### config.mk
export PLATFORM = sky130hd
export DESIGN_NAME = ps2_scan_sequencer
export DESIGN_NICKNAME = d
export VERILOG_FILES = /design/src/rtl/ps2_pkg.sv /design/src/rtl/ps2_event_fifo.sv /design/src/rtl/ps2_scan_sequencer.sv
export SDC_FILE = /design/constraint.sdc
export NUM_CORES = 1
export LEC_CHECK = 0
export ABC_AREA = 1
export CAP_MARGIN = 20
export CORE_ASPECT_RATIO = 0.6
export CORE_MARGIN = 4
export CORE_UTILIZATION = 39
export DETAILED_ROUTE_END_ITERATION = 7
export GPL_TIMING_DRIVEN = 0
export PLACE_DENSITY = 0.6
export SKIP_LAST_GASP = 1
export SLEW_MARGIN = 20
export SYNTH_ARGS = -nofsm -noshare
export SYNTH_HDL_FRONTEND = slang
export SYNTH_SLANG_ARGS = --single-unit
export TNS_END_PERCENT = 30
### constraint.sdc
create_clock -name clk -period 2.9 [get_ports clk]
set_input_delay 0.725 -clock clk [delete_from_list [all_inputs] [get_ports clk]]
set_output_delay 0.725 -clock clk [all_outputs]
set_load 0.1 [all_outputs]
### src/rtl/ps2_pkg.sv
// Shared types and scan-code constants for the PS/2 scan sequencer.
package ps2_pkg;

   typedef enum logic [2:0] {
      S_IDLE,
      S_EXT,
      S_BRK,
      S_EXT_BRK,
      S_PAUSE
   } ps2_seq_state_e;

   localparam logic [7:0] PS2_EXT    = 8'hE0;
   localparam logic [7:0] PS2_BRK    = 8'hF0;
   localparam logic [7:0] PS2_PAUSE  = 8'hE1;
   localparam logic [7:0] PS2_BAT_OK = 8'hAA;
   localparam logic [7:0] PS2_ACK    = 8'hFA;
   localparam logic [7:0] PS2_ECHO   = 8'hEE;
   localparam logic [7:0] PS2_RESEND = 8'hFE;
   localparam logic [7:0] PS2_ERR0   = 8'h00;
   localparam logic [7:0] PS2_ERR1   = 8'hFF;

   typedef struct packed {
      logic [7:0] code;
      logic       ext;
      logic       back;
   } ps2_key_evt_t;

   localparam int unsigned PS2_EVT_W = $bits(ps2_key_evt_t);

   // Device status/response bytes that never start a key sequence.
   function automatic logic ps2_is_status(input logic [7:0] b);
      return (b == PS2_ERR0)   || (b == PS2_BAT_OK) || (b == PS2_ECHO) ||
             (b == PS2_ACK)    || (b == PS2_RESEND) || (b == PS2_ERR1);
   endfunction

endpackage

### src/rtl/ps2_event_fifo.sv
// First-word fall-through FIFO for key events; push while full is dropped unless a pop frees the slot.
module ps2_event_fifo #(
   parameter int unsigned WIDTH = 10,
   parameter int unsigned DEPTH = 4
) (
   input  logic                       clk,
   input  logic                       reset_n,
   input  logic                       i_push,
   input  logic [WIDTH-1:0]           i_data,
   input  logic                       i_pop,
   output logic [WIDTH-1:0]           o_rd_data,
   output logic                       o_full,
   output logic                       o_empty,
   output logic [$clog2(DEPTH):0]     o_count
);

   localparam int unsigned AW    = $clog2(DEPTH);
   localparam int unsigned CNT_W = AW + 1;

   logic [WIDTH-1:0] r_mem [DEPTH];
   logic [AW-1:0]    r_wr_ptr;
   logic [AW-1:0]    r_rd_ptr;
   logic [CNT_W-1:0] r_count;
   logic             w_rd;
   logic             w_wr;

   assign o_empty   = (r_count == '0);
   assign o_full    = (r_count == CNT_W'(DEPTH));
   assign o_count   = r_count;
   assign o_rd_data = r_mem[r_rd_ptr];
   assign w_rd      = i_pop & ~o_empty;
   assign w_wr      = i_push & (~o_full | w_rd);

   // Storage, wrapping pointers and occupancy count.
   always_ff @(posedge clk or negedge reset_n) begin
      if (!reset_n) begin
         for (int i = 0; i < int'(DEPTH); i++) r_mem[i] <= '0;
         r_wr_ptr <= '0;
         r_rd_ptr <= '0;
         r_count  <= '0;
      end else begin
         if (w_wr) begin
            r_mem[r_wr_ptr] <= i_data;
            r_wr_ptr        <= r_wr_ptr + AW'(1);
         end
         if (w_rd) r_rd_ptr <= r_rd_ptr + AW'(1);
         if (w_wr && !w_rd)      r_count <= r_count + CNT_W'(1);
         else if (w_rd && !w_wr) r_count <= r_count - CNT_W'(1);
      end
   end

endmodule

### src/rtl/ps2_scan_sequencer.sv
// Decodes PS/2 scan-byte prefixes into key events, with inter-byte timeout and receiver resync.
module ps2_scan_sequencer
   import ps2_pkg::*;
#(
   parameter int unsigned TIMEOUT_CYCLES = 50000,
   parameter int unsigned FIFO_DEPTH     = 4,
   parameter int unsigned PAUSE_TAIL     = 7
) (
   input  logic                          clk,
   input  logic                          reset_n,
   input  logic                          rx_valid,
   input  logic [7:0]                    rx_byte,
   input  logic                          rx_err,
   output logic                          rx_resync,
   output logic                          evt_valid,
   input  logic                          evt_ready,
   output logic [7:0]                    evt_code,
   output logic                          evt_ext,
   output logic                          evt_back,
   output logic [$clog2(FIFO_DEPTH):0]   evt_count,
   output logic                          overflow,
   input  logic                          clear_overflow
);

   localparam int unsigned TMO_W  = $clog2(TIMEOUT_CYCLES + 1);
   localparam int unsigned SKIP_W = $clog2(PAUSE_TAIL + 1);

   ps2_seq_state_e      r_state, w_state_nxt;
   logic [TMO_W-1:0]    r_tmo, w_tmo_nxt;
   logic [SKIP_W-1:0]   r_skip, w_skip_nxt;
   logic                r_resync, w_resync_nxt;
   logic                r_overflow;
   logic                w_push;
   ps2_key_evt_t        w_push_evt;
   ps2_key_evt_t        w_head;
   logic [PS2_EVT_W-1:0] w_rd_data;
   logic                w_full;
   logic                w_empty;
   logic                w_pop;

   assign w_pop     = evt_ready & ~w_empty;
   assign w_head    = ps2_key_evt_t'(w_rd_data);
   assign evt_valid = ~w_empty;
   assign evt_code  = w_head.code;
   assign evt_ext   = w_head.ext;
   assign evt_back  = w_head.back;
   assign rx_resync = r_resync;
   assign overflow  = r_overflow;

   // Sequence state, timeout, skip count and resync pulse registers.
   always_ff @(posedge clk or negedge reset_n) begin
      if (!reset_n) begin
         r_state  <= S_IDLE;
         r_tmo    <= '0;
         r_skip   <= '0;
         r_resync <= 1'b0;
      end else begin
         r_state  <= w_state_nxt;
         r_tmo    <= w_tmo_nxt;
         r_skip   <= w_skip_nxt;
         r_resync <= w_resync_nxt;
      end
   end

   // Next-state decode: an accepted byte always beats a same-cycle timeout.
   always_comb begin
      w_state_nxt  = r_state;
      w_tmo_nxt    = r_tmo;
      w_skip_nxt   = r_skip;
      w_resync_nxt = 1'b0;
      w_push       = 1'b0;
      w_push_evt   = '0;
      if (rx_valid) begin
         w_tmo_nxt = '0;
         if (rx_err) begin
            w_state_nxt  = S_IDLE;
            w_resync_nxt = 1'b1;
         end else begin
            unique case (r_state)
               S_IDLE: begin
                  if (rx_byte == PS2_EXT) begin
                     w_state_nxt = S_EXT;
                  end else if (rx_byte == PS2_BRK) begin
                     w_state_nxt = S_BRK;
                  end else if (rx_byte == PS2_PAUSE) begin
                     w_state_nxt = S_PAUSE;
                     w_skip_nxt  = SKIP_W'(PAUSE_TAIL);
                  end else if (!ps2_is_status(rx_byte)) begin
                     w_push     = 1'b1;
                     w_push_evt = '{code: rx_byte, ext: 1'b0, back: 1'b0};
                  end
               end
               S_EXT: begin
                  if (rx_byte == PS2_BRK) begin
                     w_state_nxt = S_EXT_BRK;
                  end else if (rx_byte != PS2_EXT) begin
                     w_push      = 1'b1;
                     w_push_evt  = '{code: rx_byte, ext: 1'b1, back: 1'b0};
                     w_state_nxt = S_IDLE;
                  end
               end
               S_BRK: begin
                  w_push      = 1'b1;
                  w_push_evt  = '{code: rx_byte, ext: 1'b0, back: 1'b1};
                  w_state_nxt = S_IDLE;
               end
               S_EXT_BRK: begin
                  w_push      = 1'b1;
                  w_push_evt  = '{code: rx_byte, ext: 1'b1, back: 1'b1};
                  w_state_nxt = S_IDLE;
               end
               S_PAUSE: begin
                  if (r_skip <= SKIP_W'(1)) begin
                     w_skip_nxt  = '0;
                     w_push      = 1'b1;
                     w_push_evt  = '{code: PS2_PAUSE, ext: 1'b1, back: 1'b0};
                     w_state_nxt = S_IDLE;
                  end else begin
                     w_skip_nxt = r_skip - SKIP_W'(1);
                  end
               end
               default: w_state_nxt = S_IDLE;
            endcase
         end
      end else if (r_state == S_IDLE) begin
         w_tmo_nxt = '0;
      end else if (r_tmo == TMO_W'(TIMEOUT_CYCLES - 1)) begin
         w_tmo_nxt    = '0;
         w_state_nxt  = S_IDLE;
         w_resync_nxt = 1'b1;
      end else begin
         w_tmo_nxt = r_tmo + TMO_W'(1);
      end
   end

   // Sticky overflow; a new drop in the same cycle as a clear keeps it set.
   always_ff @(posedge clk or negedge reset_n) begin
      if (!reset_n)                        r_overflow <= 1'b0;
      else if (w_push && w_full && !w_pop) r_overflow <= 1'b1;
      else if (clear_overflow)             r_overflow <= 1'b0;
   end

   ps2_event_fifo #(
      .WIDTH (PS2_EVT_W),
      .DEPTH (FIFO_DEPTH)
   ) u_fifo (
      .clk       (clk),
      .reset_n   (reset_n),
      .i_push    (w_push),
      .i_data    (w_push_evt),
      .i_pop     (w_pop),
      .o_rd_data (w_rd_data),
      .o_full    (w_full),
      .o_empty   (w_empty),
      .o_count   (evt_count)
   );

endmodule

==> summary.md <==
| Metric | Value |
|---|---|
| Crit start category | `flop` |
| Worst EP arrival | `2430 ps` |
| Setup TNS | `-787 ps` |
| Tcrit/Tclk final | `1.09` |
| Routability cong. | `0.862` |
| Final setup margin | `-253 ps` |
| Internal | `2.66 mW` |
| Sequential area share after synthesis | `0.461` |
| Number of synthesized register bits | `71` |
| Flop pwr share | `0.275` |
| Synth cell types | `33` |
| CORE AREA | `9390 µm²` |
| Initial antenna violation count | `0` |
| Clock Path Buffers | `2` |
| Final Hold Fails | `0` |
| Port Buffers | `29` |
| DP Cell Count | `664` |
| Total track usage | `0.186` |
| Failing checks | `negative setup slack` |
| Final Critical Period | `3150 ps` |
| First-pass GRT wire length | `16,600 µm` |
| DRC Markers | `0` |
| Io pins | `30` |
| CTS tree | `yes` |
| Final Routed Wirelength | `10,200 µm` |
| Clk network pwr share | `0.223` |
| R2r startpoint | `r_skip[0]` |
| DR iter-0 viols | `284` |
| Vias in the first global route | `3,170` |
| # diodes | `0` |
| Cells after Synth | `504` |
| Antenna viol nets, final | `0` |
| Crit path required time | `2170 ps` |
| Rel. slew slack | `0.351` |
| Leak pwr | `2.34 nW` |
| P_sw | `2.59 mW` |
| Final Max Tran Viols | `0` |
| Combinational Power Share | `0.502` |
| Pwr dens | `1110 nW/µm²` |
| CP max FO | `10` |
| Area Growth Syn to Fin | `22.3%` |
| RSZ-0062 raised after global routing | `yes` |
| Switching share of power | `0.493` |
| CTS root buf | `clkbuf_16` |
| # hold bufs at CTS | `0` |
| Ys Warns | `0` |
| Routed WL per cell | `14.9 µm` |
| Least-Margin Pin Slew | `970 ps` |
| Maximum operating frequency | `0.317 GHz` |
| Fill count | `954` |
| Post-Syn Area | `3850 µm²` |
| Clock transition at path regs | `50 ps` |
| Pin count of the biggest net entering global routing | `44` |
| Hold crit path type | `input port to async pin` |
| Die ar. | `11,600 µm²` |
| Drt pass-1 iters | `4` |
| Clock latency at the later pin of the worst-skew pair | `340 ps` |
| Crit end category | `output port` |
| Worst setup startpoint | `u_fifo.r_rd_ptr[0]` |
| Commonest non-fill, non-tap cell in the layout | `nand2_1` |
| Util after Layout | `0.502` |
| Die Span X | `136 µm` |
| Net Count, Synth | `527` |
| Die Y-Extent | `85 µm` |
| Avg Cell Area, Syn | `7.65 µm²` |
| Num CTS Buffers | `9` |
| Outcome | `finished with violations` |
| Crit path kind | `flop to output port` |
| Max VDD drop | `0.516 mV` |
| # nets final | `573` |
| Commonest non-fill, non-tap cells in the layout | `165 x nand2_1, 68 x dfrtp_1, 67 x nor2_1` |
| Core Rows | `27` |
| Drt via density | `5.06` |
| Clock Sinks | `71` |
| Max-cap check violation count | `0` |
| GRT overflow | `0` |
| Worst Clk Skew | `5.75 ps` |
| Worst Reg-to-Reg Cells | `11` |
| Final setup viols | `4` |
| Initial Util | `0.410` |
| H-tree levels | `3` |
| Vias | `3,459` |
| Dpl hpwl | `7280 µm` |
| Finished Layout Cells | `684` |
| Fraction of layout cells with a size suffix above 1 | `0.121` |
-- Yosys cell counts (all sizes together) --
cell    instances  area share
a31oi           1      0.0032
nor3            1      0.0013
mux2            1      0.0029
a21oi          19       0.025
nor2           78       0.092
inv            51       0.050
nor3b           1      0.0019
ha              8       0.026
nand4          16       0.032
clkbuf          6      0.0058
fa              1      0.0052
nand2         174        0.18
and3            1      0.0016
dfrtp          71        0.46
o21ai          38       0.049
clkinv          1      0.0013
o211ai          1      0.0019
buf             1      0.0013
o211a           1      0.0026
nand3          14       0.025
o22ai          12       0.019
xnor2           1      0.0023
o21bai          1      0.0019
xor2            5       0.011
-- state kept, by name, indices dropped and copies added (netlist names) --
| name | cells |
|---|---|
| u_fifo.r_rd_ptr | 2 |
| u_fifo.r_mem | 40 |
| r_tmo | 16 |
| overflow | 1 |
| u_fifo.r_wr_ptr | 2 |
| r_skip | 3 |
| u_fifo.o_count | 3 |
| r_state | 3 |
| rx_resync | 1 |
-- through the flow --
step                setup slack (ps)  cell area (µm²)  total power, mW  hold slack [ps]
CTS                             -265             4670             5.27              338
global route                    -337             4710             5.53              370
floorplan                      -72.1             3860             3.44              429
detailed placement              -655             4340             4.12              460
finish                          -253             4710             5.25              328
global placement               -1800             4320             4.07              457
-- critical path, cell delays in order, from the launching register on --
cell	delay [ps]
dfrtp_1	400
inv_1	100
buf_1	480
nor2_1	80
o22ai_1	190
clkdlybuf4s15_1	840
-- logic make-up after synthesis --
kind of cell,after synthesis,synth area share
compound gates,73,0.103
xor+xnor,6,0.0136
fa+ha+maj,9,0.0312
buf+inv,59,0.0581
flops,71,0.461
mux,1,0.00292
simple gates,285,0.330
-- repair_timing --
| action | CTS | global route |
|---|---|---|
| endpoints found under the setup margin | 12 | 12 |
| setup buffers | 1 | 4 |
| gates resized for setup | 26 | 18 |
| pin swaps | 0 | 1 |
-- power by group through the flow --
| stage | Sequential (mW) | Clock, mW | Combinational (mW) |
|---|---|---|---|
| floorplan | 1.59 | 0 | 1.85 |
| global placement | 1.44 | 0 | 2.63 |
| detailed placement | 1.45 | 0 | 2.67 |
| CTS | 1.44 | 1.20 | 2.63 |
| global route | 1.47 | 1.24 | 2.81 |
| finish | 1.44 | 1.17 | 2.63 |
-- worst paths after layout --
path | to | slack [ps]
setup / recovery | evt_code[2] | -250
min in group clk | u_fifo.r_mem[13] | 470
hold reg to reg | u_fifo.r_mem[13] | 470
max in group asynchronous | u_fifo.o_count[2] | 2000
setup reg to reg | u_fifo.o_count[1] | 390
hold / removal | rx_resync | 330
-- per-layer routing --
metal | up-vias | GRT usage | wire length (µm)
li1 | 1706 | - | -
met1 | 1666 | 0.299 | 5630
met2 | 81 | 0.245 | 3950
met3 | 6 | 0.0444 | 525
met4 | 0 | 0.0494 | 97
met5 | - | 0 | 0
-- area by class of cell --
| class | instances | area (µm²) | share of cell area |
|---|---|---|---|
| tap | 130 | 163 | 0.0345 |
| clock inverter | 4 | 70.1 | 0.0149 |
| sequential | 71 | 1780 | 0.378 |
| inverter | 52 | 196 | 0.0417 |
| multi-input combinational | 374 | 1880 | 0.399 |
| timing repair buffer | 35 | 353 | 0.0749 |
| buffer | 7 | 27.5 | 0.00584 |
| clock buffer | 11 | 243 | 0.0515 |
No activity file was read; power rests on OpenSTA's default activity.
